--- src/rtl/jt900h_pkg.sv ---
// Shared definitions for the JT900H bus arbiter: sequencer states, access lengths,
// requester identifiers and small helpers for beat counting and read masking.
package jt900h_pkg;

    typedef enum logic [2:0] {
        ST_IDLE = 3'd0,
        ST_RD   = 3'd1,
        ST_RDL  = 3'd2,
        ST_WR   = 3'd3,
        ST_ACK  = 3'd4
    } busarb_state_t;

    localparam logic [2:0] LEN_BYTE = 3'd1;
    localparam logic [2:0] LEN_WORD = 3'd2;
    localparam logic [2:0] LEN_LONG = 3'd4;

    localparam logic REQ_FETCH = 1'b0;
    localparam logic REQ_DATA  = 1'b1;

    // Any byte count other than 2 or 4 is handled as a single byte.
    function automatic logic [2:0] norm_len(input logic [2:0] len);
        case (len)
            LEN_WORD: norm_len = LEN_WORD;
            LEN_LONG: norm_len = LEN_LONG;
            default:  norm_len = LEN_BYTE;
        endcase
    endfunction

    function automatic logic [1:0] beat_count(input logic a0, input logic [2:0] len);
        logic [3:0] sum;
        sum = {3'd0, a0} + {1'b0, len} + 4'd1;
        beat_count = sum[2:1];
    endfunction

    function automatic logic [31:0] len_mask(input logic [2:0] len);
        case (len)
            LEN_BYTE: len_mask = 32'h0000_00FF;
            LEN_WORD: len_mask = 32'h0000_FFFF;
            default:  len_mask = 32'hFFFF_FFFF;
        endcase
    endfunction

endpackage

--- src/rtl/jt900h_busarb_lanes.sv ---
// Byte-lane write-enable mask and write-data alignment for one 16-bit RAM beat,
// given the access alignment, normalised byte count and beat index.
module jt900h_busarb_lanes
    import jt900h_pkg::*;
(
    input  logic        a0,
    input  logic [2:0]  len,
    input  logic [1:0]  beat,
    input  logic [31:0] din,
    output logic [1:0]  we,
    output logic [15:0] wdata
);

    logic [47:0] shifted;
    logic [5:0]  mask;

    // Lay the access out across the three halfwords it can touch, then pick this beat.
    always_comb begin
        shifted = a0 ? {8'd0, din, 8'd0} : {16'd0, din};
        case (len)
            LEN_BYTE: mask = 6'b000001;
            LEN_WORD: mask = 6'b000011;
            default:  mask = 6'b001111;
        endcase
        if (a0) mask = {mask[4:0], 1'b0};
        case (beat)
            2'd0: begin we = mask[1:0]; wdata = shifted[15:0];  end
            2'd1: begin we = mask[3:2]; wdata = shifted[31:16]; end
            2'd2: begin we = mask[5:4]; wdata = shifted[47:32]; end
            default: begin we = 2'b00; wdata = 16'd0; end
        endcase
    end

endmodule

--- src/rtl/jt900h_busarb.sv ---
// Shares the single 16-bit RAM port between instruction fetch and data accesses,
// splitting unaligned 1/2/4-byte accesses into RAM beats and assembling read data.
module jt900h_busarb
    import jt900h_pkg::*;
#(
    parameter int AW = 24
) (
    input  logic          clk,
    input  logic          rst,
    input  logic          cen,
    input  logic          if_req,
    input  logic [AW-1:0] if_addr,
    output logic          if_ack,
    output logic [15:0]   if_data,
    input  logic          dt_req,
    input  logic          dt_we,
    input  logic [2:0]    dt_len,
    input  logic [AW-1:0] dt_addr,
    input  logic [31:0]   dt_din,
    output logic          dt_ack,
    output logic [31:0]   dt_dout,
    output logic [AW-1:0] ram_addr,
    input  logic [15:0]   ram_dout,
    output logic [15:0]   ram_din,
    output logic [1:0]    ram_we,
    output logic          busy
);

    busarb_state_t state;
    logic          last;
    logic          cur;
    logic [2:0]    q_len;
    logic          q_a0;
    logic [31:0]   q_din;
    logic [1:0]    beat;
    logic [1:0]    nbeats;
    logic [31:0]   rd_buf;

    logic          grant_dt;
    logic          lane_a0;
    logic [2:0]    lane_len;
    logic [1:0]    lane_beat;
    logic [31:0]   lane_din;
    logic [1:0]    lane_we;
    logic [15:0]   lane_wdata;
    logic [47:0]   rd_full;
    logic [5:0]    shamt;
    logic [31:0]   rd_data;

    // On a tie the requester that was not served last wins.
    assign grant_dt = dt_req & (~if_req | (last == REQ_FETCH));

    // Lane logic looks at the live request while granting, otherwise at the next beat.
    always_comb begin
        lane_a0   = q_a0;
        lane_len  = q_len;
        lane_din  = q_din;
        lane_beat = beat + 2'd1;
        if (state == ST_IDLE) begin
            lane_a0   = dt_addr[0];
            lane_len  = norm_len(dt_len);
            lane_din  = dt_din;
            lane_beat = 2'd0;
        end
    end

    jt900h_busarb_lanes u_lanes (
        .a0    (lane_a0),
        .len   (lane_len),
        .beat  (lane_beat),
        .din   (lane_din),
        .we    (lane_we),
        .wdata (lane_wdata)
    );

    // The freshest words sit at the top of rd_full; realign to the first requested byte.
    always_comb begin
        rd_full = {ram_dout, rd_buf};
        shamt   = {2'd3 - nbeats, 4'd0} + {2'd0, q_a0, 3'd0};
        rd_data = 32'(rd_full >> shamt) & len_mask(q_len);
    end

    always_ff @(posedge clk) begin
        if (!rst) begin
            state    <= ST_IDLE;
            last     <= REQ_FETCH;
            cur      <= REQ_FETCH;
            q_len    <= LEN_BYTE;
            q_a0     <= 1'b0;
            q_din    <= 32'd0;
            beat     <= 2'd0;
            nbeats   <= 2'd0;
            rd_buf   <= 32'd0;
            if_ack   <= 1'b0;
            if_data  <= 16'd0;
            dt_ack   <= 1'b0;
            dt_dout  <= 32'd0;
            ram_addr <= '0;
            ram_din  <= 16'd0;
            ram_we   <= 2'b00;
            busy     <= 1'b0;
        end else if (cen) begin
            if_ack <= 1'b0;
            dt_ack <= 1'b0;
            case (state)
                ST_IDLE: begin
                    if (if_req || dt_req) begin
                        busy <= 1'b1;
                        beat <= 2'd0;
                        if (grant_dt) begin
                            cur      <= REQ_DATA;
                            last     <= REQ_DATA;
                            q_len    <= norm_len(dt_len);
                            q_a0     <= dt_addr[0];
                            q_din    <= dt_din;
                            nbeats   <= beat_count(dt_addr[0], norm_len(dt_len));
                            ram_addr <= {dt_addr[AW-1:1], 1'b0};
                            if (dt_we) begin
                                state   <= ST_WR;
                                ram_we  <= lane_we;
                                ram_din <= lane_wdata;
                            end else begin
                                state <= ST_RD;
                            end
                        end else begin
                            cur      <= REQ_FETCH;
                            last     <= REQ_FETCH;
                            q_len    <= LEN_WORD;
                            q_a0     <= if_addr[0];
                            q_din    <= 32'd0;
                            nbeats   <= beat_count(if_addr[0], LEN_WORD);
                            ram_addr <= {if_addr[AW-1:1], 1'b0};
                            state    <= ST_RD;
                        end
                    end
                end
                ST_RD: begin
                    if (beat != 2'd0) rd_buf <= {ram_dout, rd_buf[31:16]};
                    if (beat == nbeats - 2'd1) begin
                        state <= ST_RDL;
                    end else begin
                        beat     <= beat + 2'd1;
                        ram_addr <= ram_addr + AW'(2);
                    end
                end
                ST_RDL: begin
                    if (cur == REQ_DATA) begin
                        dt_dout <= rd_data;
                        dt_ack  <= 1'b1;
                    end else begin
                        if_data <= rd_data[15:0];
                        if_ack  <= 1'b1;
                    end
                    state <= ST_ACK;
                end
                ST_WR: begin
                    if (beat == nbeats - 2'd1) begin
                        ram_we <= 2'b00;
                        dt_ack <= 1'b1;
                        state  <= ST_ACK;
                    end else begin
                        beat     <= beat + 2'd1;
                        ram_addr <= ram_addr + AW'(2);
                        ram_we   <= lane_we;
                        ram_din  <= lane_wdata;
                    end
                end
                ST_ACK: begin
                    busy  <= 1'b0;
                    state <= ST_IDLE;
                end
                default: state <= ST_IDLE;
            endcase
        end
    end

endmodule
--- config.mk ---
export PLATFORM = sky130hd
export DESIGN_NAME = jt900h_busarb
export DESIGN_NICKNAME = d
export VERILOG_FILES = /design/src/rtl/jt900h_pkg.sv /design/src/rtl/jt900h_busarb_lanes.sv /design/src/rtl/jt900h_busarb.sv
export SDC_FILE = /design/constraint.sdc
export NUM_CORES = 1
export LEC_CHECK = 0
export ABC_AREA = 1
export BUFFER_PORTS_ARGS = -buffer_cell sky130_fd_sc_hd__buf_2
export CORE_MARGIN = 4
export CORE_UTILIZATION = 40
export CTS_BUF_LIST = sky130_fd_sc_hd__clkbuf_16
export CTS_CLUSTER_DIAMETER = 60
export DETAILED_ROUTE_END_ITERATION = 8
export HOLD_SLACK_MARGIN = 0.1
export MAX_ROUTING_LAYER = met4
export PLACE_DENSITY_LB_ADDON = 0.12
export SYNTH_ARGS = -nofsm -noshare
export SYNTH_HDL_FRONTEND = slang
export SYNTH_SLANG_ARGS = --single-unit
--- constraint.sdc ---
create_clock -name clk -period 2.4 [get_ports clk]
set_input_delay 0.24 -clock clk [delete_from_list [all_inputs] [get_ports clk]]
set_output_delay 0.24 -clock clk [all_outputs]
set_load 0.005 [all_outputs]
==> metrics, run 1 <==
routed len/inst between 15 and 20 µm; vias in the first global route 9095; Die Y-Extent ~160 µm; Mapped Area 0.009201 mm²; RSZ-0062 raised after global routing no; CTS tree yes; Sink Count between 150 and 200; max capacitance violation total 0; starting density of the core between 40% and 50%; most area-hungry cell type in the Yosys netlist dfxtp_1; clock transition at the registers of the reported paths 70 ps; CTS buffer count 17; Max Buffers Root-to-Sink 2; Routed WL a little under 30 mm; Synth top area share between 30% and 40%; CP Class reg -> reg; DP Wirelength approximately 20 mm; worst-margin pin slew ~630 ps; clock power share between 30% and 40%; Synth Area per Inst approximately 6.5 µm²; gr usage total 22.96%; CTS root buffer clkbuf_16; Post-Synthesis Cells ~1400; layout cell share with drive strength beyond 1 a little under 20%; CP Data Arrival Time ~2400 ps; FFs w/ async S/R, synth 0%; Pins Over Slew Limit 0; fraction of power consumed by sequential logic ~39%; core area ~0.023 mm²; fin crit period slightly above 2000 ps; Yosys reg bits 168; Nets about 1700; antenna violations before repair 3; Post-DRT Antenna Nets 0; Critical Path RT approximately 2800 ps; final hold viol count 0; Worst VDD drop 0.4225 mV; first-pass GRT wire length around 47 mm; kind of start point of the critical path register; drt pass-1 iters 8; Hold Crit Class in -> reg; clk_lat worst skew between 400 and 500 ps; internal power 0.005177 W; status complete, no violations; setup TNS 0 ps; Via density 5.086; post-CTS setup buffer count 0; DIE AREA around 0.025 mm²; area added between synthesis and finish 23.57%; Post-synth EDFFs 0; dominant synthesized flop cell dfxtp_1; switching part of the total about 36%; Layout Cells excl Fill approximately 1900; ranking of synthesized cells by area dfxtp_1 (37%), nand2_1 (15%), o21ai_0 (8.6%), a21oi_1 (7.8%), nor2_1 (6.4%); Ys Warns 0; fin util 50.22%; Pwr Density a little over 700 mW/mm²; worst hold margin about 120 ps; Crit. End Element register; Slew HR ~58%; IO Pins 198; Total Power 0.008113 W; DRC Markers 0; Final Cycle Share 85.60%; post-synthesis cell type count between 50 and 60; # placed instances 1831; Gate power share roughly 28%; routed via count between 9000 and 10000; Max Fclk between 400 and 500 MHz; GPL Wtd Cong between 0.8 and 0.9; Net Count, Synth 1519; largest net degree at the start of global routing 79; Final setup violation count 0; DR iter-0 viols slightly below 700; CTS H-tree depth 4; Clock Skews between 9 and 10 ps; CP Max Fanout 40; die extent in x ~160 µm; fillers roughly 2400; port bufs around 200; sequential area share after synthesis between 30% and 40%; switching power roughly 0.0029 W; GR Overflow Total 0; Cell Rows 55; Static Leak 5.171 nW
## sequential cells by signal, indices dropped and copies added (netlist names)
name      cells
beat          2
busy          1
cur           1
dt_ack        1
dt_dout      32
if_ack        1
if_data      16
nbeats        2
q_a0          1
q_din        32
q_len         3
ram_addr     23
ram_din      16
ram_we        2
rd_buf       32
state         3
## stage by stage
stage	worst slack (ps)	area [µm²]
finish	345.5	11370
global route	123.6	11370
CTS	345.6	11360
detailed placement	358.2	10350
global placement	382.9	10350
floorplan	667.2	9201
## power groups by stage
| stage | Clock (W) | Sequential, W | Combinational (W) |
|---|---|---|---|
| after floorplan | 0 | 0.00317 | 0.00154 |
| after global placement | 0 | 0.00321 | 0.00218 |
| after detailed placement | 0 | 0.00321 | 0.00219 |
| after CTS | 0.00277 | 0.00314 | 0.00226 |
| after global routing | 0.00289 | 0.00317 | 0.00253 |
| final | 0.00271 | 0.00315 | 0.00226 |
## cell type report
cell class,count,area [µm²],area share [%]
clock buffer,17,425.4,3.742
clock inverter,15,153.9,1.354
multi-input combinational,1043,4989,43.88
inverter,113,429.2,3.775
sequential,168,3364,29.59
timing repair buffer,265,1644,14.46
antenna,3,7.507,0.06603
tap,285,356.6,3.136
## worst paths after layout
| kind | slack (ps) | endpoint | depth (start not counted) | startpoint |
|---|---|---|---|---|
| max reg2reg | 350 | q_din[15] | 12 | state[1] |
| min reg2reg | 460 | dt_dout[29] | 2 | dt_dout[29] |
| min | 120 | rd_buf[16] | 3 | ram_dout[0] |
| max | 350 | q_din[15] | 12 | state[1] |
## cell usage in the layout (no fill, tap or decap), drive strengths merged
cell         count
clkbuf          17
o211ai          12
o21ai          172
nand4            5
nor4             1
clkinv           6
nand2          377
a21oi          143
nand3           70
xnor2            4
xor2             3
a31o             1
buf            222
inv            118
o21bai           1
dlygate4sd3     43
diode            3
and2             1
or2             25
dfxtp          168
clkinvlp         4
ha               3
a31oi            4
conb             1
mux2i            6
o22ai            1
nor3            17
o31ai           10
nor2           163
a32oi            1
a211oi           7
o41ai            1
a21boi           7
o21a             7
## cells in the mapped netlist (2+ instances only)
library cell  count
a211oi_1          7
a21boi_0          7
a21oi_1         143
a31oi_1           4
buf_1             7
buf_2            24
buf_4             9
buf_6             6
clkbuf_1         41
dfxtp_1         168
ha_1              3
inv_1            96
inv_2            14
mux2i_1           6
nand2_1         368
nand2_2           3
nand2_4           5
nand3_1          69
nand4_1           5
nor2_1          157
nor2_2            4
nor2_8            2
nor3_1           13
nor3_2            2
nor3_4            2
o211ai_1         12
o21a_1            7
o21ai_0         158
o21ai_1          10
o21ai_2           3
o31ai_1          10
or2_0             3
or2_1             4
or2_2            18
xnor2_1           3
xor2_1            3
## worst max-delay path: stages (launching register included)
cell and delay, ps:
dfxtp_1 350, inv_2 140, nand2_2 80, nor2_2 210
nand2_1 90, nand2_1 100, clkinv_2 100, nand2_4 100
inv_4 50, nand2_4 80, buf_4 410, nand2_1 120
a21oi_1 160
## cells by family after synthesis
kind of cell	synth area share, %
AOI/OAI and AO/OA	21.59
xor gates and xnor gates	0.7480
adders and majority gates	0.4080
buffers and inverters	9.383
DFF	36.55
muxes	0.6527
other	0.04076
and+or+nand+nor	30.62
## timing repair
action / CTS / global route
hold buffers: 43 / 0
gates resized for setup: 0 / 0
endpoints found under the setup margin: 0 / 0
hold endpoints to repair: 43 / 0
## layer usage
layer | track usage, % | part of all wire (%)
met1 | 29.74 | 46
met2 | 37.35 | 48
met3 | 3.458 | 3.7
met4 | 6.824 | 1.9
met5 | - | 0
Power figures use the tool's default switching activity.
==> run 2: changes to the inputs <==
--- a/config.mk
+++ b/config.mk
@@ -7,6 +7,7 @@
 export LEC_CHECK = 0
 export ABC_AREA = 1
 export BUFFER_PORTS_ARGS = -buffer_cell sky130_fd_sc_hd__buf_2
+export CAP_MARGIN = 30
 export CORE_MARGIN = 4
 export CORE_UTILIZATION = 40
 export CTS_BUF_LIST = sky130_fd_sc_hd__clkbuf_16
==> constraint.sdc (replaced) <==
create_clock -name clk -period 2.2 [get_ports clk]
set_input_delay 0.22 -clock clk [delete_from_list [all_inputs] [get_ports clk]]
set_output_delay 0.22 -clock clk [all_outputs]
set_load 0.005 [all_outputs]
==> metrics, run 2 (synthesis gave the netlist of run 1 again) <==
Area after DPL 0.01040 mm² (+0.46%); layout cell share with drive strength beyond 1 19.72% (+0.10 points); CP Class reg -> reg; critical path, cell by cell inv_2, nand3_4, buf_12, nand2_1, a21boi_0, or2_1, nand3_1, nand2_1, a21oi_1; CTS tree yes; worst-margin pin slew 658.8 ps (+27.76 ps); Hold Crit Class in -> reg; core area 0.02264 mm² (unchanged); gr usage total 23.13% (+0.17 points); largest net degree at the start of global routing 74 (-6.3%); DR iter-0 viols 798 (+16%); Clock Skews 21.78 ps (+12.24 ps); Nets 1723 (+0.41%); Reg2Reg Depth 9 (-3); Crit. End Element register; CTS root buffer clkbuf_16; post-CTS setup buffer count 0 (unchanged); final instance area 0.01146 mm² (+0.79%); CTS buffer count 17 (unchanged); Sink Count 168 (unchanged); area added between synthesis and finish 24.54%; routed len/inst 15.32 µm (-0.33%); port bufs 196 (unchanged); Final setup violation count 0 (unchanged); slowest stage delay, CP 430 ps (+20 ps); CP Data Arrival Time 2250 ps (-170 ps); Max Buffers Root-to-Sink 2 (unchanged); most frequent cells in the layout nand2_1 (368), buf_2 (196), dfxtp_1 (167); fraction of power consumed by sequential logic 38.5% (-0.3 points); Final Cycle Share 87.65% (+2.0 points); DP Wirelength 20.48 mm (+1.6%); Largest regs dt_dout: 32 flops, q_din: 32 flops, rd_buf: 32 flops; Worst VDD drop 0.5060 mV (+20%); Die Y-Extent 159.7 µm (unchanged); Static Leak 5.217 nW (+0.89%); DIE AREA 0.02549 mm² (unchanged); CP bufs+invs 2 (-2); fillers 2308 (-2.2%); Worst path slowest cell a21boi_0; clk_lat worst skew 450 ps (+20 ps); status complete, no violations; internal power 0.005674 W (+9.6%); Critical Path RT 2520 ps (-240 ps); CTS H-tree depth 4 (unchanged); RSZ-0062 raised after global routing no; setup TNS 0 ps (unchanged); final hold viol count 0 (unchanged); kind of start point of the critical path register; starting density of the core 40.64% (unchanged); Routed WL 29.33 mm (about the same); Cells on Worst Hold Path 3 (unchanged); Post-DRT Antenna Nets 0 (unchanged); most frequent CP cell nand2_1; IO Pins 198 (unchanged); switching part of the total 36.32% (+0.13 points); clock power share 33.7% (+0.3 points); max capacitance violation total 0 (unchanged); die extent in x 159.7 µm (unchanged); GR Overflow Total 0 (unchanged); switching power 0.003235 W (+10%); cts repair resizes 0 (unchanged); first-pass GRT wire length 47.10 mm (+0.16%); CP top delay family simple AND/OR/NAND/NOR gates; most common cell after layout, fill and taps aside nand2_1; GPL Wtd Cong 0.8501 (+0.35%); clock transition at the registers of the reported paths 80 ps (about the same); vias in the first global route 9034 (-0.67%); DRC Markers 0 (unchanged); Via density 5.034 (-1.0%); drt pass-1 iters 5 (-3); Gate power share 27.9% (about the same); fin crit period 1928 ps (-126.2 ps); Max Fclk 518.6 MHz (+6.5%); Slew HR 55.94% (-1.9 points); Pwr Density 777.4 mW/mm² (+8.9%); antenna violations before repair 1 (-2); Cell Rows 55 (unchanged); Pins Over Slew Limit 0 (unchanged); routed via count 9636 (-0.75%); CP Max Fanout 21 (-48%); Crit path depth 9 (-3)
run 2: changes by cell type in the layout (fill, tap and decap cells not counted), sizes merged:
cell / before / now
buf: 222 / 225
clkinvlp: 4 / 2
inv: 118 / 116
diode: 3 / 1
dlygate4sd3: 43 / 47
clkinv: 6 / 10
run 2: what timing repair did:
action	CTS	global route
hold buffers	47	0
setup endpoints to repair	0	0
endpoints found under the hold margin	47	0
run 2: per-layer routing:
metal  global-route usage, %  part of all wire [%]  vias to the layer above
li1                        -                     -                     5014
met1                   29.30                    46                     4364
met2                   38.66                    48                      223
met3                   3.329                   4.2                       35
met4                   6.548                   1.9                        0
met5                       -                     0                        -
run 2: worst paths after layout:
| check | from | to | slack, ps |
|---|---|---|---|
| worst min-delay path | ram_dout[11] | rd_buf[27] | 110 |
| worst max-delay path | state[1] | ram_din[3] | 270 |
| worst min register to register | ram_din[13] | ram_din[13] | 470 |
| worst max register to register | state[1] | ram_din[3] | 270 |
run 2: worst reg2reg max path, stage by stage, from the launching register on:
cell	delay [ps]
dfxtp_1	350
inv_2	130
nand3_4	220
buf_12	240
nand2_1	60
a21boi_0	430
or2_1	180
nand3_1	70
nand2_1	60
a21oi_1	60
run 2: layout make-up:
cell class | count | area [µm²] | area share [%]
clock buffers | 17 | 425.4 | 3.712
inverters | 113 | 429.2 | 3.745
multi-input cells | 1043 | 4989 | 43.53
clock inverters | 15 | 161.4 | 1.408
flip-flops and latches | 168 | 3364 | 29.36
well taps | 285 | 356.6 | 3.112
repair buffers | 272 | 1732 | 15.11
diodes | 1 | 2.502 | 0.02184
run 2: power groups by stage:
stage,clock [W],sequential (W),combinational (W)
after floorplan,0,0.00346,0.00168
after global placement,0,0.00349,0.00241
after detailed placement,0,0.00349,0.00242
after CTS,0.00306,0.00343,0.00249
after global routing,0.00318,0.00346,0.00279
final,0.00300,0.00343,0.00248
run 2: through the flow:
stage	util [%]	hold WS, ps	total power (W)	std cells	worst slack (ps)
CTS	50.61	104.1	0.008981	1913	245.6
floorplan	-	354.9	0.005140	1411	467.2
detailed placement	45.94	453.6	0.005911	1834	255.1
finish	50.62	108.5	0.008909	1914	271.7
global route	50.62	129.0	0.009424	1914	33.38
global placement	45.94	449.1	0.005904	1834	276.5
